`src/rtl/sensor_bcd_formatter_if.sv`:
```
// Sample handshake between the sensor bus reader and the BCD formatter.
interface sensor_bcd_formatter_if;
  logic        raw_valid;
  logic        raw_ready;
  logic [15:0] raw_rh;
  logic [15:0] raw_temp;

  // Upstream reader drives the sample words and valid.
  modport master (
    output raw_valid,
    output raw_rh,
    output raw_temp,
    input  raw_ready
  );

  // Formatter accepts the sample and reports readiness.
  modport slave (
    input  raw_valid,
    input  raw_rh,
    input  raw_temp,
    output raw_ready
  );
endinterface

```
`src/rtl/sensor_bcd_formatter.sv`:
```
// Converts raw HDC1080-style RH/temperature words into packed BCD display words.
// A sample is scaled once, then each value is converted serially with double-dabble.
// Both display words are written on a single edge so the display never shows a mix
// of two samples.
module sensor_bcd_formatter #(
  parameter int unsigned CONV_BITS = 10,
  parameter int unsigned RH_SCALE  = 1000,
  parameter int unsigned T_SPAN    = 165,
  parameter int unsigned T_OFFSET  = 40
) (
  input  logic                         CLK100MHZ,
  input  logic                         CPU_RESETN,
  sensor_bcd_formatter_if.slave        raw,
  output logic [15:0]                  RH_Value,
  output logic [15:0]                  Temp_Value,
  output logic                         update_pulse,
  output logic                         overrun
);

  localparam int unsigned CntW = $clog2(CONV_BITS + 1);

  typedef enum logic [1:0] {StIdle, StScale, StConvRh, StConvT} state_e;

  state_e                 state_q;
  logic                   ready_q;
  logic [15:0]            raw_rh_q;
  logic [15:0]            raw_temp_q;
  logic [CONV_BITS-1:0]   rh10_q;
  logic [CONV_BITS-1:0]   mag_q;
  logic                   neg_q;
  logic [CONV_BITS-1:0]   bin_q;
  logic [11:0]            bcd_q;
  logic [11:0]            rh_bcd_q;
  logic [CntW-1:0]        cnt_q;

  logic [31:0]            rh_prod;
  logic [31:0]            t_prod;
  logic [15:0]            tq;
  logic [CONV_BITS-1:0]   rh10_c;
  logic [CONV_BITS-1:0]   mag_c;
  logic                   neg_c;
  logic [11:0]            bcd_step;
  logic [CONV_BITS-1:0]   bin_step;

  assign raw.raw_ready = ready_q;

  // Fixed-point scaling of the captured sample; products are full 32-bit, results truncate.
  always_comb begin
    rh_prod = 32'(raw_rh_q) * RH_SCALE;
    t_prod  = 32'(raw_temp_q) * T_SPAN;
    tq      = 16'(t_prod >> 16);
    rh10_c  = CONV_BITS'(rh_prod >> 16);
    neg_c   = (tq < 16'(T_OFFSET));
    if (neg_c) begin
      mag_c = CONV_BITS'(16'(T_OFFSET) - tq);
    end else begin
      mag_c = CONV_BITS'(tq - 16'(T_OFFSET));
    end
  end

  // One double-dabble iteration: add 3 to digits >= 5, then shift in the next binary bit.
  always_comb begin
    logic [11:0] adj;
    adj = bcd_q;
    for (int d = 0; d < 3; d++) begin
      if (adj[4*d +: 4] >= 4'd5) begin
        adj[4*d +: 4] = adj[4*d +: 4] + 4'd3;
      end
    end
    bcd_step = 12'({adj, bin_q[CONV_BITS-1]});
    bin_step = bin_q << 1;
  end

  // Control FSM with registered outputs; display words change only on the final CONV_T edge.
  always_ff @(posedge CLK100MHZ or negedge CPU_RESETN) begin
    if (!CPU_RESETN) begin
      state_q      <= StIdle;
      ready_q      <= 1'b1;
      raw_rh_q     <= '0;
      raw_temp_q   <= '0;
      rh10_q       <= '0;
      mag_q        <= '0;
      neg_q        <= 1'b0;
      bin_q        <= '0;
      bcd_q        <= '0;
      rh_bcd_q     <= '0;
      cnt_q        <= '0;
      RH_Value     <= '0;
      Temp_Value   <= '0;
      update_pulse <= 1'b0;
      overrun      <= 1'b0;
    end else begin
      update_pulse <= 1'b0;
      // A sample offered while busy is lost; remember that until reset.
      if (raw.raw_valid && !ready_q) begin
        overrun <= 1'b1;
      end
      unique case (state_q)
        StIdle: begin
          if (raw.raw_valid && ready_q) begin
            raw_rh_q   <= raw.raw_rh;
            raw_temp_q <= raw.raw_temp;
            ready_q    <= 1'b0;
            state_q    <= StScale;
          end
        end
        StScale: begin
          rh10_q  <= rh10_c;
          mag_q   <= mag_c;
          neg_q   <= neg_c;
          cnt_q   <= '0;
          state_q <= StConvRh;
        end
        StConvRh: begin
          if (cnt_q == '0) begin
            bin_q <= rh10_q;
            bcd_q <= '0;
            cnt_q <= CntW'(1);
          end else begin
            bin_q <= bin_step;
            bcd_q <= bcd_step;
            if (cnt_q == CntW'(CONV_BITS)) begin
              rh_bcd_q <= bcd_step;
              cnt_q    <= '0;
              state_q  <= StConvT;
            end else begin
              cnt_q <= cnt_q + CntW'(1);
            end
          end
        end
        StConvT: begin
          if (cnt_q == '0) begin
            bin_q <= mag_q;
            bcd_q <= '0;
            cnt_q <= CntW'(1);
          end else begin
            bin_q <= bin_step;
            bcd_q <= bcd_step;
            if (cnt_q == CntW'(CONV_BITS)) begin
              // Final iteration result goes straight to the display with the RH word.
              RH_Value     <= {4'h0, rh_bcd_q};
              Temp_Value   <= {(neg_q ? 4'hF : 4'h0), bcd_step};
              update_pulse <= 1'b1;
              ready_q      <= 1'b1;
              cnt_q        <= '0;
              state_q      <= StIdle;
            end else begin
              cnt_q <= cnt_q + CntW'(1);
            end
          end
        end
        default: begin
          state_q <= StIdle;
        end
      endcase
    end
  end

endmodule

```
`src/flat_wrapper.sv`:
```
// flat-port wrapper written by rule: the top's interface ports become plain ports
module sensor_bcd_formatter_flat 
#(
  parameter int unsigned CONV_BITS = 10,
  parameter int unsigned RH_SCALE  = 1000,
  parameter int unsigned T_SPAN    = 165,
  parameter int unsigned T_OFFSET  = 40
)
  (CLK100MHZ, CPU_RESETN, RH_Value, Temp_Value, update_pulse, overrun, raw_raw_valid, raw_raw_rh, raw_raw_temp, raw_raw_ready);
  sensor_bcd_formatter_if raw_i ();
  input  logic CLK100MHZ;
  input  logic CPU_RESETN;
  output logic [15:0] RH_Value;
  output logic [15:0] Temp_Value;
  output logic update_pulse;
  output logic overrun;
  input wire logic [$bits(raw_i.raw_valid)-1:0] raw_raw_valid;
  input wire logic [$bits(raw_i.raw_rh)-1:0] raw_raw_rh;
  input wire logic [$bits(raw_i.raw_temp)-1:0] raw_raw_temp;
  output wire logic [$bits(raw_i.raw_ready)-1:0] raw_raw_ready;
  assign raw_i.raw_valid = raw_raw_valid;
  assign raw_i.raw_rh = raw_raw_rh;
  assign raw_i.raw_temp = raw_raw_temp;
  assign raw_raw_ready = raw_i.raw_ready;
  sensor_bcd_formatter #(.CONV_BITS(CONV_BITS), .RH_SCALE(RH_SCALE), .T_SPAN(T_SPAN), .T_OFFSET(T_OFFSET)) u_core (.CLK100MHZ(CLK100MHZ), .CPU_RESETN(CPU_RESETN), .raw(raw_i), .RH_Value(RH_Value), .Temp_Value(Temp_Value), .update_pulse(update_pulse), .overrun(overrun));
endmodule
```
`config.mk`:
```
export PLATFORM = sky130hd
export DESIGN_NAME = sensor_bcd_formatter_flat
export DESIGN_NICKNAME = d
export VERILOG_FILES = /design/src/rtl/sensor_bcd_formatter_if.sv /design/src/rtl/sensor_bcd_formatter.sv /design/src/flat_wrapper.sv
export SDC_FILE = /design/constraint.sdc
export NUM_CORES = 1
export LEC_CHECK = 0
export ABC_AREA = 1
export CAP_MARGIN = 10
export CORE_MARGIN = 8
export CORE_UTILIZATION = 50
export CTS_BUF_LIST = sky130_fd_sc_hd__clkbuf_8
export CTS_CLUSTER_DIAMETER = 30
export DETAILED_ROUTE_END_ITERATION = 8
export PLACE_DENSITY = 0.68
export SLEW_MARGIN = 15
export SYNTH_ARGS = -nofsm -noshare
export SYNTH_HDL_FRONTEND = slang
export SYNTH_SLANG_ARGS = --single-unit
```
`constraint.sdc`:
```
create_clock -name CLK100MHZ -period 4.4 [get_ports CLK100MHZ]
set_input_delay 0.88 -clock CLK100MHZ [delete_from_list [all_inputs] [get_ports CLK100MHZ]]
set_output_delay 0.88 -clock CLK100MHZ [all_outputs]
set_load 0.005 [all_outputs]
```
==> impl_metrics.tcl <==
set metrics [dict create \
    status "finished, final reports clean" \
    postRouteAntennaNets 0 \
    hold_viol 0 \
    synth_warnings 0 \
    portBuffers 65 \
    antenna_cells 0 \
    root_buffer "clkbuf_8" \
    synth_common_cells "nand2_1, inv_1, ha_1" \
    crit_fanout 4 \
    rr_startpoint "u_core.raw_rh_q[9]$_DFFE_PN0P_" \
    numCtsBuffers 17 \
    synthToLayoutAreaGrowth_pct 17.2 \
    synth_edf_count 0 \
    fmax_ghz 0.238 \
    endpoint_kind "flip-flop" \
    hp-class "input port to async pin" \
    crit_path_start_kind "flip-flop" \
    post-route-period-util_pct 95.4 \
    mappedNetlistArea_um2 10100 \
    fin_nets 1490 \
    detailed_place_hpwl_um 16000 \
    vias 7640 \
    antenna_found_initial 0 \
    period_needed_ps 4200 \
    gp_congestion 0.886 \
    grt.overflow.total 0 \
    cts.sinks 120 \
    die_y_um 158 \
    use_met2_pct 29.2 \
    clock_latency_ps 450 \
    yosysMostFrequentCell "nand2_1" \
    setup_viol 0 \
    critical_path_class "flip-flop to flip-flop" \
    ys.flop_type "dfrtp_1" \
    synth-seq-cells 120 \
    drt-initial-drc-count 279 \
    crit_arrival_ps 4500 \
    drv_cap 0 \
    ys_seq_area_share_pct 29.9 \
    yosys.cell_types.count 47 \
    cp-startpoint "u_core.raw_rh_q[9]$_DFFE_PN0P_" \
    num_io_pins 70 \
    slew_viol_final 0 \
    drc 0 \
    netlist.top_cell.by_area "dfrtp_1" \
    required_ps 4710 \
    grt_max_degree 121 \
    fin_skew_ps 15.7 \
    grt_pass1_wl_um 35700 \
    cts-hold-fix-buffers 0 \
    wl_per_cell_um 13.6 \
    tritoncts "yes" \
    fillCellCount 1796 \
    core_area_um2 20000 \
    die_area_um2 24900 \
    num_rows 52 \
    synth_area_per_cell_um2 8.67 \
    cts_buffer_depth 2 \
    slew_headroom_pct 30.3 \
    fp.dieW_um 158 \
    dpl_cell_area_um2 11100 \
    first_global_vias 7742 \
    busiest_layer "met2" \
    synth_area_leaders "dfrtp_1, ha_1, fa_1, nand2_1, inv_1" \
    dr.pass1.iters 5 \
    syn_inst 1160 \
    async_flop_share_pct 100 \
    use_met1_pct 23.3 \
    drive_gt1_share_pct 12.4 \
    worstMarginPinSlew_ps 1040 \
    fin_area_um2 11800 \
    grt_usage_pct 17.6 \
    synth_top_area_share_pct 29.6 \
    vias_per_cell 4.99 \
    drt-total-wl_um 20800 \
    initial_core_util_pct 50.3 \
    clkTransAtPathRegs_ps 90 \
    met3_usage_pct 2.81 \
    htree_num_levels 4 \
]
worst paths after layout:
| kind | to | slack [ps] | cells after the start |
|---|---|---|---|
| worst max-delay path | u_core.rh10_q[5]$_DFFE_PN0N_ | 200 | 19 |
| worst min-delay path | u_core.raw_temp_q[15]$_DFFE_PN0P_ | 470 | 2 |
| worst max register to register | u_core.rh10_q[5]$_DFFE_PN0N_ | 200 | 19 |
| worst min register to register | u_core.RH_Value[6]$_DFFE_PN0P_ | 480 | 2 |
| max in group asynchronous | u_core.raw_temp_q[7]$_DFFE_PN0P_ | 3290 | 2 |
| min in group CLK100MHZ | u_core.RH_Value[6]$_DFFE_PN0P_ | 480 | 2 |
state kept, by name, indices dropped and copies added (netlist names):
register / cells
u_core.RH_Value: 12
u_core.rh_bcd_q: 12
u_core.neg_q: 1
u_core.mag_q: 9
u_core.overrun: 1
u_core.rh10_q: 10
u_core.Temp_Value: 13
u_core.bin_q: 10
u_core.raw_temp_q: 16
u_core.bcd_q: 12
u_core.raw.raw_ready: 1
u_core.cnt_q: 4
u_core.state_q: 2
u_core.raw_rh_q: 16
u_core.update_pulse: 1
what timing repair did:
action / in CTS / in global routing
setup endpoints to repair: 4 / 17
pin swaps: 0 / 8
setup buffers: 0 / 9
gates resized for setup: 3 / 46
final cells by class:
class | count | area, um^2 | area share [%]
Clock buffer | 17 | 234 | 1.99
Sequential cell | 120 | 3010 | 25.5
Inverter | 200 | 756 | 6.41
Timing Repair Buffer | 94 | 878 | 7.45
Clock inverter | 15 | 166 | 1.41
Multi-Input combinational cell | 816 | 6400 | 54.3
Tap cell | 270 | 338 | 2.87
metal layers:
| layer | vias up | share of wire (%) |
|---|---|---|
| met3 | 24 | 4.0 |
| met2 | 122 | 47 |
| li1 | 3888 | - |
| met4 | 0 | 1.3 |
| met5 | - | 0 |
| met1 | 3606 | 48 |
placed cells by master, fill, tap and decap left out, types with 6 or more instances in the layout:
master / instances
nand2_1: 257
inv_1: 189
ha_1: 120
dfrtp_1: 115
fa_1: 74
clkdlybuf4s50_1: 64
o21ai_0: 63
nor2_1: 55
a21oi_1: 48
nand3_1: 36
buf_4: 29
clkbuf_8: 17
mux2_2: 16
o211ai_1: 16
nand2_2: 13
nand4_1: 12
xor2_1: 12
o22ai_1: 11
or2_2: 10
ha_4: 10
inv_2: 9
nor3_1: 6
cell families after synthesis:
kind of cell / count (synthesis) / share of synthesized area [%]
DFF: 120 / 29.9
and+or+nand+nor: 409 / 17.5
AOI/OAI and AO/OA: 164 / 9.27
buffers and inverters: 227 / 8.86
adders and majority gates: 206 / 31.2
xor gates and xnor gates: 17 / 1.48
muxes: 16 / 1.79
other: 1 / 0.0373
critical path: stages (launching register included):
cell	delay, ps
dfrtp_1	400
inv_1	80
fa_1	480
fa_1	540
inv_1	60
fa_1	530
inv_1	50
fa_1	490
inv_1	60
ha_4	250
nand2_2	80
inv_1	40
a21oi_1	150
a21boi_2	200
o21ai_2	90
nand2_1	80
nand2_2	70
or2_2	270
nand3_1	60
o21ai_0	80
stage by stage:
stage | hold slack [ps] | std cells | worst slack [ps] | utilization, % | setup TNS, ps
final | 470 | 1532 | 204 | 59.0 | 0
after global routing | 504 | 1532 | -25.5 | 59.0 | -40.0
after CTS | 478 | 1523 | 36.2 | 57.5 | 0
after detailed placement | 457 | 1491 | 2.57 | 55.5 | 0
after global placement | 453 | 1491 | 65.8 | 55.5 | 0
after floorplan | 441 | 1163 | 131 | - | 0
Power is not shown: default switching activity piles up to over one toggle a cycle in this logic, so the estimate is an artifact.
